File: src/rtl/clint_n_if.sv
// Single-beat AXI4-lite-style register bus for the core-local interruptor.
interface clint_n_if;
    logic [31:0] awaddr;
    logic        awvalid;
    logic        awready;
    logic [31:0] wdata;
    logic [3:0]  wstrb;
    logic        wlast;
    logic        wvalid;
    logic        wready;
    logic [1:0]  bresp;
    logic        bvalid;
    logic        bready;
    logic [31:0] araddr;
    logic        arvalid;
    logic        arready;
    logic [31:0] rdata;
    logic [1:0]  rresp;
    logic        rlast;
    logic        rvalid;
    logic        rready;

    modport master (
        output awaddr, awvalid, wdata, wstrb, wlast, wvalid, bready, araddr, arvalid, rready,
        input  awready, wready, bresp, bvalid, arready, rdata, rresp, rlast, rvalid
    );

    modport slave (
        input  awaddr, awvalid, wdata, wstrb, wlast, wvalid, bready, araddr, arvalid, rready,
        output awready, wready, bresp, bvalid, arready, rdata, rresp, rlast, rvalid
    );
endinterface

File: src/rtl/clint_n.sv
// Core-local interruptor: per-hart MSIP/SSIP, shared prescaled 64-bit mtime,
// per-hart mtimecmp driving registered machine timer interrupts.
module clint_n #(
    parameter int unsigned NUM_HARTS = 2,
    parameter int unsigned TICK_DIV  = 1
) (
    input  logic                 aclk,
    input  logic                 areset,
    clint_n_if.slave             bus,
    output logic [NUM_HARTS-1:0] ipi_m_o,
    output logic [NUM_HARTS-1:0] ipi_s_o,
    output logic [NUM_HARTS-1:0] tmr_m_o,
    output logic                 write_complete
);
    localparam int unsigned PRE_W = (TICK_DIV > 1) ? $clog2(TICK_DIV) : 1;

    typedef enum logic [2:0] {K_NONE, K_MSIP, K_MTCMP, K_MTIME, K_SSIP} kind_e;
    typedef struct packed {
        kind_e      kind;
        logic [3:0] idx;
        logic       hi;
    } dec_t;
    typedef enum logic {W_IDLE, W_RESP} wstate_e;
    typedef enum logic {R_IDLE, R_DATA} rstate_e;

    // Map a 16-bit offset onto a register; K_NONE marks a decode error.
    function automatic dec_t decode(input logic [15:0] off);
        dec_t d;
        d.kind = K_NONE;
        d.idx  = off[5:2];
        d.hi   = off[2];
        if (off[1:0] == 2'b00) begin
            if (off < 16'(4 * NUM_HARTS)) begin
                d.kind = K_MSIP;
            end else if (off >= 16'h4000 && off < 16'(32'h4000 + 8 * NUM_HARTS)) begin
                d.kind = K_MTCMP;
                d.idx  = off[6:3];
            end else if (off[15:3] == 13'h17FF) begin
                d.kind = K_MTIME;
            end else if (off >= 16'hC000 && off < 16'(32'hC000 + 4 * NUM_HARTS)) begin
                d.kind = K_SSIP;
            end
        end
        return d;
    endfunction

    function automatic logic [31:0] merge(input logic [31:0] old_w, input logic [31:0] new_w,
                                          input logic [3:0] strb);
        logic [31:0] r;
        r = old_w;
        for (int b = 0; b < 4; b++) begin
            if (strb[b]) r[8*b +: 8] = new_w[8*b +: 8];
        end
        return r;
    endfunction

    wstate_e               wstate;
    rstate_e               rstate;
    logic                  aw_held, w_held;
    logic [15:0]           aw_off_q;
    logic [31:0]           wdata_q;
    logic [3:0]            wstrb_q;
    logic [PRE_W-1:0]      pre;
    logic [63:0]           mtime;
    logic [63:0]           mtimecmp [NUM_HARTS];
    logic [NUM_HARTS-1:0]  msip, ssip, tmr_q;

    logic                  aw_fire_c, w_fire_c, commit_c, tick_c;
    logic [15:0]           wr_off_c;
    logic [31:0]           wr_data_c, rd_data_c;
    logic [3:0]            wr_strb_c;
    dec_t                  wr_dec_c, rd_dec_c;
    logic                  unused_c;

    assign unused_c = ^{bus.wlast, bus.awaddr[31:16], bus.araddr[31:16]};

    // Merge held and live AW/W beats; a write commits once both are present.
    always_comb begin
        aw_fire_c = bus.awvalid & bus.awready;
        w_fire_c  = bus.wvalid & bus.wready;
        wr_off_c  = aw_held ? aw_off_q : bus.awaddr[15:0];
        wr_data_c = w_held ? wdata_q : bus.wdata;
        wr_strb_c = w_held ? wstrb_q : bus.wstrb;
        commit_c  = (wstate == W_IDLE) & (aw_held | aw_fire_c) & (w_held | w_fire_c);
        wr_dec_c  = decode(wr_off_c);
        rd_dec_c  = decode(bus.araddr[15:0]);
        tick_c    = (pre == PRE_W'(TICK_DIV - 1));
    end

    always_comb begin
        rd_data_c = '0;
        if (rd_dec_c.kind == K_MTIME) rd_data_c = rd_dec_c.hi ? mtime[63:32] : mtime[31:0];
        for (int h = 0; h < NUM_HARTS; h++) begin
            if (rd_dec_c.idx == 4'(h)) begin
                case (rd_dec_c.kind)
                    K_MSIP:  rd_data_c = {31'd0, msip[h]};
                    K_SSIP:  rd_data_c = {31'd0, ssip[h]};
                    K_MTCMP: rd_data_c = rd_dec_c.hi ? mtimecmp[h][63:32] : mtimecmp[h][31:0];
                    default: ;
                endcase
            end
        end
    end

    // Write channel FSM.
    always_ff @(posedge aclk) begin
        if (areset) begin
            wstate         <= W_IDLE;
            aw_held        <= 1'b0;
            w_held         <= 1'b0;
            aw_off_q       <= '0;
            wdata_q        <= '0;
            wstrb_q        <= '0;
            bus.awready    <= 1'b0;
            bus.wready     <= 1'b0;
            bus.bvalid     <= 1'b0;
            bus.bresp      <= 2'b00;
            write_complete <= 1'b0;
        end else begin
            write_complete <= 1'b0;
            case (wstate)
                W_IDLE: begin
                    if (commit_c) begin
                        wstate         <= W_RESP;
                        aw_held        <= 1'b0;
                        w_held         <= 1'b0;
                        bus.awready    <= 1'b0;
                        bus.wready     <= 1'b0;
                        bus.bvalid     <= 1'b1;
                        bus.bresp      <= (wr_dec_c.kind == K_NONE) ? 2'b10 : 2'b00;
                        write_complete <= 1'b1;
                    end else begin
                        aw_held     <= aw_held | aw_fire_c;
                        w_held      <= w_held | w_fire_c;
                        bus.awready <= ~(aw_held | aw_fire_c);
                        bus.wready  <= ~(w_held | w_fire_c);
                        if (aw_fire_c) aw_off_q <= bus.awaddr[15:0];
                        if (w_fire_c) begin
                            wdata_q <= bus.wdata;
                            wstrb_q <= bus.wstrb;
                        end
                    end
                end
                W_RESP: begin
                    if (bus.bready) begin
                        wstate      <= W_IDLE;
                        bus.bvalid  <= 1'b0;
                        bus.awready <= 1'b1;
                        bus.wready  <= 1'b1;
                    end
                end
                default: wstate <= W_IDLE;
            endcase
        end
    end

    // Read channel FSM; rdata is sampled at the AR handshake.
    always_ff @(posedge aclk) begin
        if (areset) begin
            rstate      <= R_IDLE;
            bus.arready <= 1'b0;
            bus.rvalid  <= 1'b0;
            bus.rlast   <= 1'b0;
            bus.rdata   <= '0;
            bus.rresp   <= 2'b00;
        end else begin
            case (rstate)
                R_IDLE: begin
                    bus.arready <= 1'b1;
                    if (bus.arvalid && bus.arready) begin
                        rstate      <= R_DATA;
                        bus.arready <= 1'b0;
                        bus.rvalid  <= 1'b1;
                        bus.rlast   <= 1'b1;
                        bus.rdata   <= rd_data_c;
                        bus.rresp   <= (rd_dec_c.kind == K_NONE) ? 2'b10 : 2'b00;
                    end
                end
                R_DATA: begin
                    if (bus.rready) begin
                        rstate      <= R_IDLE;
                        bus.rvalid  <= 1'b0;
                        bus.rlast   <= 1'b0;
                        bus.arready <= 1'b1;
                    end
                end
                default: rstate <= R_IDLE;
            endcase
        end
    end

    // Register file, timer and interrupt compare; bus writes beat the tick.
    always_ff @(posedge aclk) begin
        if (areset) begin
            pre   <= '0;
            mtime <= '0;
            msip  <= '0;
            ssip  <= '0;
            tmr_q <= '0;
            for (int h = 0; h < NUM_HARTS; h++) mtimecmp[h] <= '1;
        end else begin
            pre <= tick_c ? '0 : pre + PRE_W'(1);
            if (commit_c && wr_dec_c.kind == K_MTIME) begin
                if (wr_dec_c.hi) mtime[63:32] <= merge(mtime[63:32], wr_data_c, wr_strb_c);
                else             mtime[31:0]  <= merge(mtime[31:0], wr_data_c, wr_strb_c);
            end else if (tick_c) begin
                mtime <= mtime + 64'd1;
            end
            for (int h = 0; h < NUM_HARTS; h++) begin
                if (commit_c && wr_dec_c.idx == 4'(h)) begin
                    if (wr_dec_c.kind == K_MSIP && wr_strb_c[0]) msip[h] <= wr_data_c[0];
                    if (wr_dec_c.kind == K_SSIP && wr_strb_c[0]) ssip[h] <= wr_data_c[0];
                    if (wr_dec_c.kind == K_MTCMP) begin
                        if (wr_dec_c.hi)
                            mtimecmp[h][63:32] <= merge(mtimecmp[h][63:32], wr_data_c, wr_strb_c);
                        else
                            mtimecmp[h][31:0] <= merge(mtimecmp[h][31:0], wr_data_c, wr_strb_c);
                    end
                end
                tmr_q[h] <= (mtime >= mtimecmp[h]);
            end
        end
    end

    assign ipi_m_o = msip;
    assign ipi_s_o = ssip;
    assign tmr_m_o = tmr_q;
endmodule

File: src/flat_wrapper.sv
// flat-port wrapper written by rule: the top's interface ports become plain ports
module clint_n_flat 
#(
    parameter int unsigned NUM_HARTS = 2,
    parameter int unsigned TICK_DIV  = 1
)
  (aclk, areset, ipi_m_o, ipi_s_o, tmr_m_o, write_complete, bus_awaddr, bus_awvalid, bus_wdata, bus_wstrb, bus_wlast, bus_wvalid, bus_bready, bus_araddr, bus_arvalid, bus_rready, bus_awready, bus_wready, bus_bresp, bus_bvalid, bus_arready, bus_rdata, bus_rresp, bus_rlast, bus_rvalid);
  clint_n_if bus_i ();
  input  logic aclk;
  input  logic areset;
  output logic [NUM_HARTS-1:0] ipi_m_o;
  output logic [NUM_HARTS-1:0] ipi_s_o;
  output logic [NUM_HARTS-1:0] tmr_m_o;
  output logic write_complete;
  input wire logic [$bits(bus_i.awaddr)-1:0] bus_awaddr;
  input wire logic [$bits(bus_i.awvalid)-1:0] bus_awvalid;
  input wire logic [$bits(bus_i.wdata)-1:0] bus_wdata;
  input wire logic [$bits(bus_i.wstrb)-1:0] bus_wstrb;
  input wire logic [$bits(bus_i.wlast)-1:0] bus_wlast;
  input wire logic [$bits(bus_i.wvalid)-1:0] bus_wvalid;
  input wire logic [$bits(bus_i.bready)-1:0] bus_bready;
  input wire logic [$bits(bus_i.araddr)-1:0] bus_araddr;
  input wire logic [$bits(bus_i.arvalid)-1:0] bus_arvalid;
  input wire logic [$bits(bus_i.rready)-1:0] bus_rready;
  output wire logic [$bits(bus_i.awready)-1:0] bus_awready;
  output wire logic [$bits(bus_i.wready)-1:0] bus_wready;
  output wire logic [$bits(bus_i.bresp)-1:0] bus_bresp;
  output wire logic [$bits(bus_i.bvalid)-1:0] bus_bvalid;
  output wire logic [$bits(bus_i.arready)-1:0] bus_arready;
  output wire logic [$bits(bus_i.rdata)-1:0] bus_rdata;
  output wire logic [$bits(bus_i.rresp)-1:0] bus_rresp;
  output wire logic [$bits(bus_i.rlast)-1:0] bus_rlast;
  output wire logic [$bits(bus_i.rvalid)-1:0] bus_rvalid;
  assign bus_i.awaddr = bus_awaddr;
  assign bus_i.awvalid = bus_awvalid;
  assign bus_i.wdata = bus_wdata;
  assign bus_i.wstrb = bus_wstrb;
  assign bus_i.wlast = bus_wlast;
  assign bus_i.wvalid = bus_wvalid;
  assign bus_i.bready = bus_bready;
  assign bus_i.araddr = bus_araddr;
  assign bus_i.arvalid = bus_arvalid;
  assign bus_i.rready = bus_rready;
  assign bus_awready = bus_i.awready;
  assign bus_wready = bus_i.wready;
  assign bus_bresp = bus_i.bresp;
  assign bus_bvalid = bus_i.bvalid;
  assign bus_arready = bus_i.arready;
  assign bus_rdata = bus_i.rdata;
  assign bus_rresp = bus_i.rresp;
  assign bus_rlast = bus_i.rlast;
  assign bus_rvalid = bus_i.rvalid;
  clint_n #(.NUM_HARTS(NUM_HARTS), .TICK_DIV(TICK_DIV)) u_core (.aclk(aclk), .areset(areset), .bus(bus_i), .ipi_m_o(ipi_m_o), .ipi_s_o(ipi_s_o), .tmr_m_o(tmr_m_o), .write_complete(write_complete));
endmodule
File: config.mk
export PLATFORM = sky130hd
export DESIGN_NAME = clint_n_flat
export DESIGN_NICKNAME = d
export VERILOG_FILES = /design/src/rtl/clint_n_if.sv /design/src/rtl/clint_n.sv /design/src/flat_wrapper.sv
export SDC_FILE = /design/constraint.sdc
export NUM_CORES = 1
export LEC_CHECK = 0
export ABC_AREA = 1
export BUFFER_PORTS_ARGS = -buffer_cell sky130_fd_sc_hd__clkbuf_2
export CAP_MARGIN = 25
export CORE_UTILIZATION = 40
export CTS_BUF_LIST = sky130_fd_sc_hd__clkbuf_4
export DETAILED_ROUTE_END_ITERATION = 6
export GPL_TIMING_DRIVEN = 0
export PLACE_DENSITY = 0.54
export SYNTH_ARGS = -nofsm -noshare
export SYNTH_HDL_FRONTEND = slang
export SYNTH_SLANG_ARGS = --single-unit
File: constraint.sdc
create_clock -name aclk -period 3.75 [get_ports aclk]
set_clock_uncertainty 0.05 [all_clocks]
set_input_delay 0.1875 -clock aclk [delete_from_list [all_inputs] [get_ports aclk]]
set_output_delay 0.1875 -clock aclk [all_outputs]
set_load 0.01 [all_outputs]
==> results of run 1 <==
## metrics by stage
stage          setup slack, ns  total power [mW]  hold slack, ns  utilization
2_1_floorplan             1.03              4.31           0.237            -
3_3_place_gp           -0.0539              4.79           0.343        0.434
3_5_place_dp           -0.0118              4.83           0.351        0.437
4_1_cts                 0.0231              8.27          0.0332        0.477
5_1_grt                -0.0650              8.59          0.0756        0.478
6_report                0.0660              8.25          0.0915        0.479
## metal layers
layer / wire length [µm] / vias up / part of all wire
met3: 6370 / 136 / 0.077
met5: 0 / - / 0
li1: - / 9904 / -
met4: 2720 / 0 / 0.033
met1: 37200 / 9729 / 0.45
met2: 36300 / 809 / 0.44
## cell type report
| class | instances | area (µm²) | area share |
|---|---|---|---|
| Multi-Input combinational cell | 2088 | 10400 | 0.454 |
| Tap cell | 615 | 769 | 0.0337 |
| Sequential cell | 295 | 7190 | 0.315 |
| Clock inverter | 25 | 190 | 0.00832 |
| Inverter | 355 | 1330 | 0.0583 |
| Antenna cell | 5 | 12.5 | 0.000548 |
| Timing Repair Buffer | 212 | 1470 | 0.0642 |
| Clock buffer | 135 | 1010 | 0.0444 |
| Buffer | 110 | 499 | 0.0218 |
## Yosys cell counts (3+ instances only)
master    instances  share of area
a21oi_1         168          0.043
buf_1             8         0.0016
buf_2            13         0.0034
buf_4             6         0.0023
buf_6             6         0.0035
clkbuf_1         75          0.015
clkinv_1          3        0.00058
dfxtp_1         167           0.17
edfxtp_1        128           0.20
ha_1            129          0.083
inv_1           346          0.067
inv_2             6         0.0012
nand2_1         722           0.14
nand2_2          13         0.0042
nand3_1         102          0.026
nand3_2           4         0.0021
nand3b_1          6         0.0023
nand4_1          47          0.015
nor2_1          448          0.087
nor2_2            3        0.00097
nor3_1           48          0.012
nor4_1            5         0.0016
o211ai_1          7         0.0027
o21a_1            3         0.0012
o21ai_0         274          0.071
o21ai_1          13         0.0034
o22ai_1          31          0.010
or2_1             3        0.00097
or2_2             8         0.0026
xor2_1           39          0.018
## critical path, cell delays in order, from the launching register on
cell and delay [ns]:
dfxtp_1 0.47, ha_1 0.44, nand2_1 0.16, nor2_2 0.38, nand3_1 0.21, inv_1 0.18
nand4_1 0.26, nor2_1 0.56, nand3_1 0.35, nand2_1 0.14, nand2_1 0.05, nor2_1 0.19
nor2_1 0.07, nor2_1 0.10
## state kept, by name (all words and copies together), names as in the netlist, 2 cells and up
register	count
u_core.mtime	64
u_core.aw_off_q	16
u_core.tmr_m_o	2
u_core.ipi_m_o	2
u_core.wstrb_q	4
u_core.wdata_q	32
u_core.ipi_s_o	2
u_core.bus.rdata	32
u_core.mtimecmp	128
## kinds of logic (layout without fill, tap and decap cells)
logic type      Yosys count  in the layout
simple gates           1413           1413
flops                   295            295
fa+ha+maj               129            129
xor+xnor                 39             39
other cells               1              8
buf+inv                 465            837
compound gates          504            504
## where the power goes
group,switching [mW],internal (mW),leakage [nW]
Combinational,0.846,0.392,7.94
Sequential,0.146,3.47,2.24
Clock,1.55,1.84,0.710
Total,2.54,5.71,10.9
## timing repair
action / in CTS / in global routing
gates resized for setup: 3 / 8
endpoints found under the hold margin: 172 / 0
hold buffers: 73 / 0
endpoints found under the setup margin: 16 / 61
## cell usage in the layout (no fill, tap or decap), types with 73 or more instances in the layout
cell           count
nand2_1          722
nor2_1           439
inv_1            346
o21ai_0          273
a21oi_1          167
dfxtp_1          167
clkbuf_4         138
ha_1             129
edfxtp_1         128
clkbuf_2         122
nand3_1          102
clkbuf_1          75
dlygate4sd3_1     73
## worst paths after layout
| kind | from | endpoint | slack [ns] | cells after the start |
|---|---|---|---|---|
| worst max-delay path | u_core.mtime[0]$_SDFFE_PP0P_ | u_core.mtime[62]$_SDFFE_PP0P_ | 0.07 | 13 |
| worst min-delay path | bus_awaddr[7] | u_core.aw_off_q[7]$_SDFFE_PP0P_ | 0.09 | 4 |
| worst max register to register | u_core.mtime[0]$_SDFFE_PP0P_ | u_core.mtime[62]$_SDFFE_PP0P_ | 0.07 | 13 |
| worst min register to register | u_core.wdata_q[11]$_SDFFE_PP0P_ | u_core.wdata_q[11]$_SDFFE_PP0P_ | 0.40 | 2 |
==> metrics.md, run 1 <==
| Metric | Value |
|---|---|
| Status | completed |
| Mean post-synth cell area | 6.80 µm² |
| Met1 Track Usage GR | 0.463 |
| CTS tree | done |
| VDD IR max | 0.000226 V |
| Adder and majority gate portion of the synthesized area | 0.0834 |
| Startpoint Class | flip-flop |
| Worst-path maximum fanout | 6 |
| Synth Register Bits | 295 |
| DP Cell Count | 3,598 |
| Initial antenna violation count | 4 |
| Number of buffers created by CTS | 88 |
| Period utilization | 0.982 |
| Ys async rst share | 0 |
| HPWL after detailed placement | 66,200 µm |
| # fillers | 5,101 |
| Leak | 10.9 nW |
| Cell count after synthesis | 2,846 |
| Rel. slew slack | 0.207 |
| Post-CTS Setup Bufs | 0 |
| Layout area overhead | 18.0% |
| Fin. max-slew vios | 0 |
| TritonCTS Sinks | 295 |
| Clock-pin slew on the worst setup and hold paths | 0.07 ns |
| Detailed-route DRC error count | 0 |
| Max clock buf depth | 3 |
| Initial core utilization | 0.406 |
| Post-synth EDFFs | 128 |
| WP data required | 4.52 ns |
| Worst skew pair latency | 0.88 ns |
| Simple-Gate Fraction of Synth Area | 0.298 |
| Antenna violation net count after detailed routing | 0 |
| H-tree Lvls | 3 |
| Synth Cell Area | 19,400 µm² |
| RSZ-0062 raised after global routing | true |
| Power density over cell area | 361 nW/µm² |
| Die Y | 222 µm |
| Critical Path AT | 4.45 ns |
| Final setup vio count | 0 |
| GRT overflow | 0 |
| Synth Warn # | 0 |
| Initial DRC count | 1,932 |
| DRT Wirelength | 82,600 µm |
| Buffers on Ports | 120 |
| Max-cap viol count | 0 |
| I/O pin count | 157 |
| Die area | 49,300 µm² |
| Share of cells above drive strength 1 | 0.112 |
| Synth Area in Compound Gates | 0.135 |
| Final Wtd Congestion | 1.02 |
| Routed WL per cell | 21.5 µm |
| Measured slew at the worst slew-check pin | 1.18 ns |
| Sequential area share after synthesis | 0.371 |
| Core area | 47,700 µm² |
| Synth Area in XOR/XNOR | 0.0176 |
| Number of global-route vias before repair | 18.9k |
| Vias per cell | 5.36 |
| Max frequency | 271 MHz |
| Placement row count | 80 |
| Met3 Track Usage GR | 0.0592 |
| CP Capture Type | flip-flop |
| Post-DP Area | 20,800 µm² |
| First-pass iteration count of the detailed router | 6 |
| Global-route wire length before repair | 120,000 µm |
| Die X | 222 µm |
| Top FF cell, synth | dfxtp_1 |
| GRT busiest layer | met2 |
| DR vias | 20.6k |
| GRT Total Usage | 0.331 |
| Final hold vios | 0 |
| Final min period | 3.68 ns |
| Largest net degree at the start of global routing | 14 |
| Met2 usage | 0.514 |
| Root buffer cell | clkbuf_4 |
| Count of cell types in the netlist | 42 |
| Largest family of logic cells by synthesized area | simple AND/OR/NAND/NOR gates |
| Post-route cell area | 22,800 µm² |
| Final Non-Filler Cells | 3,840 |
| Setup TNS | 0 ns |
| Mux contribution to synthesized area | 0 |
| Nets | 3,387 |
| Hold WC Path Type | in2reg |
| Crit Path Category | reg2reg |
Note: power is estimated with default switching activity, not from simulation.
==> inputs of run 2 (changes only) <==
--- a/config.mk
+++ b/config.mk
@@ -14,2 +14,3 @@
 export GPL_TIMING_DRIVEN = 0
+export MAX_ROUTING_LAYER = met4
 export PLACE_DENSITY = 0.54
--- a/constraint.sdc
+++ b/constraint.sdc
@@ -4,2 +4,2 @@
 set_output_delay 0.1875 -clock aclk [all_outputs]
-set_load 0.01 [all_outputs]
+set_load 0.02 [all_outputs]
==> run 2 against run 1 <==
Sequential share of layout area hardly changed. Clock-buffer cell count down 2. Routed wire length decreased by 0.34%. Design area hardly changed. Utilization is essentially flat. Sequential power hardly changed. Via count increased by 0.52%. Combinational power hardly changed. Register-to-register slack improved by 0.06 ns. Final cell count is 0.29% higher. Critical endpoint is now u_core.mtimecmp[0][43]$_SDFFCE_PP1P_. Largest cell class unchanged.
==> metrics.md, run 2 (same netlist as run 1, synthesis figures left out) <==
| Metric | Value |
|---|---|
| Critical Path AT | 4.18 ns |
| Startpoint Class | flip-flop |
| Root buffer cell | clkbuf_4 |
| First-pass iteration count of the detailed router | 7 |
| # fillers | 5,014 |
| Global-route wire length before repair | 120,000 µm |
| Die area | 49,300 µm² |
| Final Core Density | 0.479 |
| Crit Path Category | reg2reg |
| Largest regs | u_core.mtimecmp x128, u_core.mtime x64 |
| DR vias | 20.7k |
| Reg-to-Reg Start | u_core.aw_held$_SDFFE_PP0N_ |
| HP Start | bus_awaddr[14] |
| Share of cells above drive strength 1 | 0.112 |
| Power density over cell area | 361 nW/µm² |
| Worst-path maximum fanout | 10 |
| HPWL after detailed placement | 65,000 µm |
| Post-route cell area | 22,900 µm² |
| Final setup margin | 0.125 ns |
| H-tree Lvls | 3 |
| Post-DP Area | 20,900 µm² |
| Number of buffers created by CTS | 89 |
| Layout area overhead | 18.1% |
| Leak | 10.9 nW |
| Rel. slew slack | 0.211 |
| Vias per cell | 5.37 |
| Final hold vios | 0 |
| Post-CTS Setup Bufs | 0 |
| Die Y | 222 µm |
| Setup WS pre-CTS | 0.0142 ns |
| GRT Total Usage | 0.339 |
| Number of global-route vias before repair | 19.2k |
| Hold WS | 0.0633 ns |
| Detailed-route DRC error count | 0 |
| Period utilization | 0.967 |
| Worst r2r path cells | 12 |
| R2r setup slk | 0.12 ns |
| Fin. max-slew vios | 0 |
| Die X | 222 µm |
| Commonest non-fill, non-tap cells in the layout | nand2_1 (722), nor2_1 (440), inv_1 (346) |
| Final setup vio count | 0 |
| WP data required | 4.31 ns |
| RSZ-0062 raised after global routing | true |
| Max-cap viol count | 0 |
| Initial antenna violation count | 3 |
| FF-to-FF End | u_core.mtimecmp[0][43]$_SDFFCE_PP1P_ |
| GRT overflow | 0 |
| Max frequency | 276 MHz |
| Hold path depth | 4 |
| Initial DRC count | 1,910 |
| Tot Pwr | 8.26 mW |
| Placement row count | 80 |
| Hold Path End | u_core.aw_off_q[14]$_SDFFE_PP0P_ |
| Status | completed |
| Most common library cell in the layout ignoring fill and taps | nand2_1 |
| Worst skew pair latency | 0.88 ns |
| Nets | 3,389 |
| Measured slew at the worst slew-check pin | 1.17 ns |
| VDD IR max | 0.000292 V |
| Max clock buf depth | 3 |
| Initial core utilization | 0.406 |
| Hold WC Path Type | in2reg |
| Max reg flops | 128 |
| Setup TNS | 0 ns |
| DRT Wirelength | 82,300 µm |
| Final min period | 3.63 ns |
| Antenna violation net count after detailed routing | 0 |
| CP Capture Type | flip-flop |
| Final Wtd Congestion | 1.05 |
| Largest net degree at the start of global routing | 15 |
| Final Non-Filler Cells | 3,851 |
| Top reg by flops | u_core.mtimecmp |
| I/O pin count | 157 |
| Buffers on Ports | 120 |
| Clock-pin slew on the worst setup and hold paths | 0.07 ns |
| DP Cell Count | 3,601 |
| Routed WL per cell | 21.4 µm |
| TritonCTS Sinks | 295 |
| CTS tree | done |
| Core area | 47,700 µm² |
## run 2: cell type report
| type | count | area, µm² | area share |
|---|---|---|---|
| diodes | 8 | 20.0 | 0.000875 |
| plain buffers | 110 | 507 | 0.0222 |
| clock buffers | 133 | 998 | 0.0437 |
| clock inverters | 34 | 213 | 0.00930 |
| inverters | 355 | 1330 | 0.0583 |
| multi-input cells | 2088 | 10400 | 0.454 |
| flip-flops and latches | 295 | 7190 | 0.314 |
| well taps | 615 | 769 | 0.0336 |
| repair buffers | 213 | 1470 | 0.0642 |
## run 2: power breakdown
group | internal, mW | switching (mW) | total, mW
clock | 1.78 | 1.61 | 3.39
combinational | 0.391 | 0.871 | 1.26
sequential | 3.47 | 0.142 | 3.61
total | 5.64 | 2.62 | 8.26
## run 2: metal layers
layer | track usage | part of all wire
met3 | 0.0611 | 0.081
met2 | 0.501 | 0.43
met5 | - | 0
met1 | 0.454 | 0.45
met4 | 0.146 | 0.042
## run 2: worst max path at each step
stage | start | slack, ns | cells after the start | to
CTS | u_core.aw_held$_SDFFE_PP0N_ | 0.05 | 11 | u_core.mtimecmp[0][51]$_SDFFCE_PP1P_
floorplan | u_core.aw_held$_SDFFE_PP0N_ | 1.03 | 11 | u_core.mtimecmp[1][0]$_DFFE_PP_
global route | u_core.aw_held$_SDFFE_PP0N_ | -0.02 | 11 | u_core.mtimecmp[0][48]$_SDFFCE_PP1P_
global placement | u_core.aw_held$_SDFFE_PP0N_ | -0.07 | 10 | u_core.mtimecmp[1][16]$_DFFE_PP_
finish | u_core.aw_held$_SDFFE_PP0N_ | 0.12 | 12 | u_core.mtimecmp[0][43]$_SDFFCE_PP1P_
detailed placement | u_core.aw_held$_SDFFE_PP0N_ | 0.01 | 12 | u_core.mtimecmp[0][9]$_SDFFCE_PP1P_
## run 2: critical path: stages, from the launching register on
cell	delay, ns
dfxtp_1	0.31
buf_4	0.15
buf_2	0.23
o21ai_1	0.15
nor2_1	0.14
nand3_1	0.09
nor2_1	0.20
nand3_2	0.18
o21ai_2	0.29
nor2_1	0.17
a21oi_1	0.90
nor2_1	0.25
buf_6	0.25
## run 2: timing repair
| item | 4_1_cts | 5_1_grt |
|---|---|---|
| cloned | 0 | 0 |
| resized for setup | 1 | 12 |
| pin swaps | 0 | 0 |
| endpoints found under the setup margin | 8 | 56 |
| endpoints found under the hold margin | 168 | 0 |
| hold buffers | 74 | 0 |
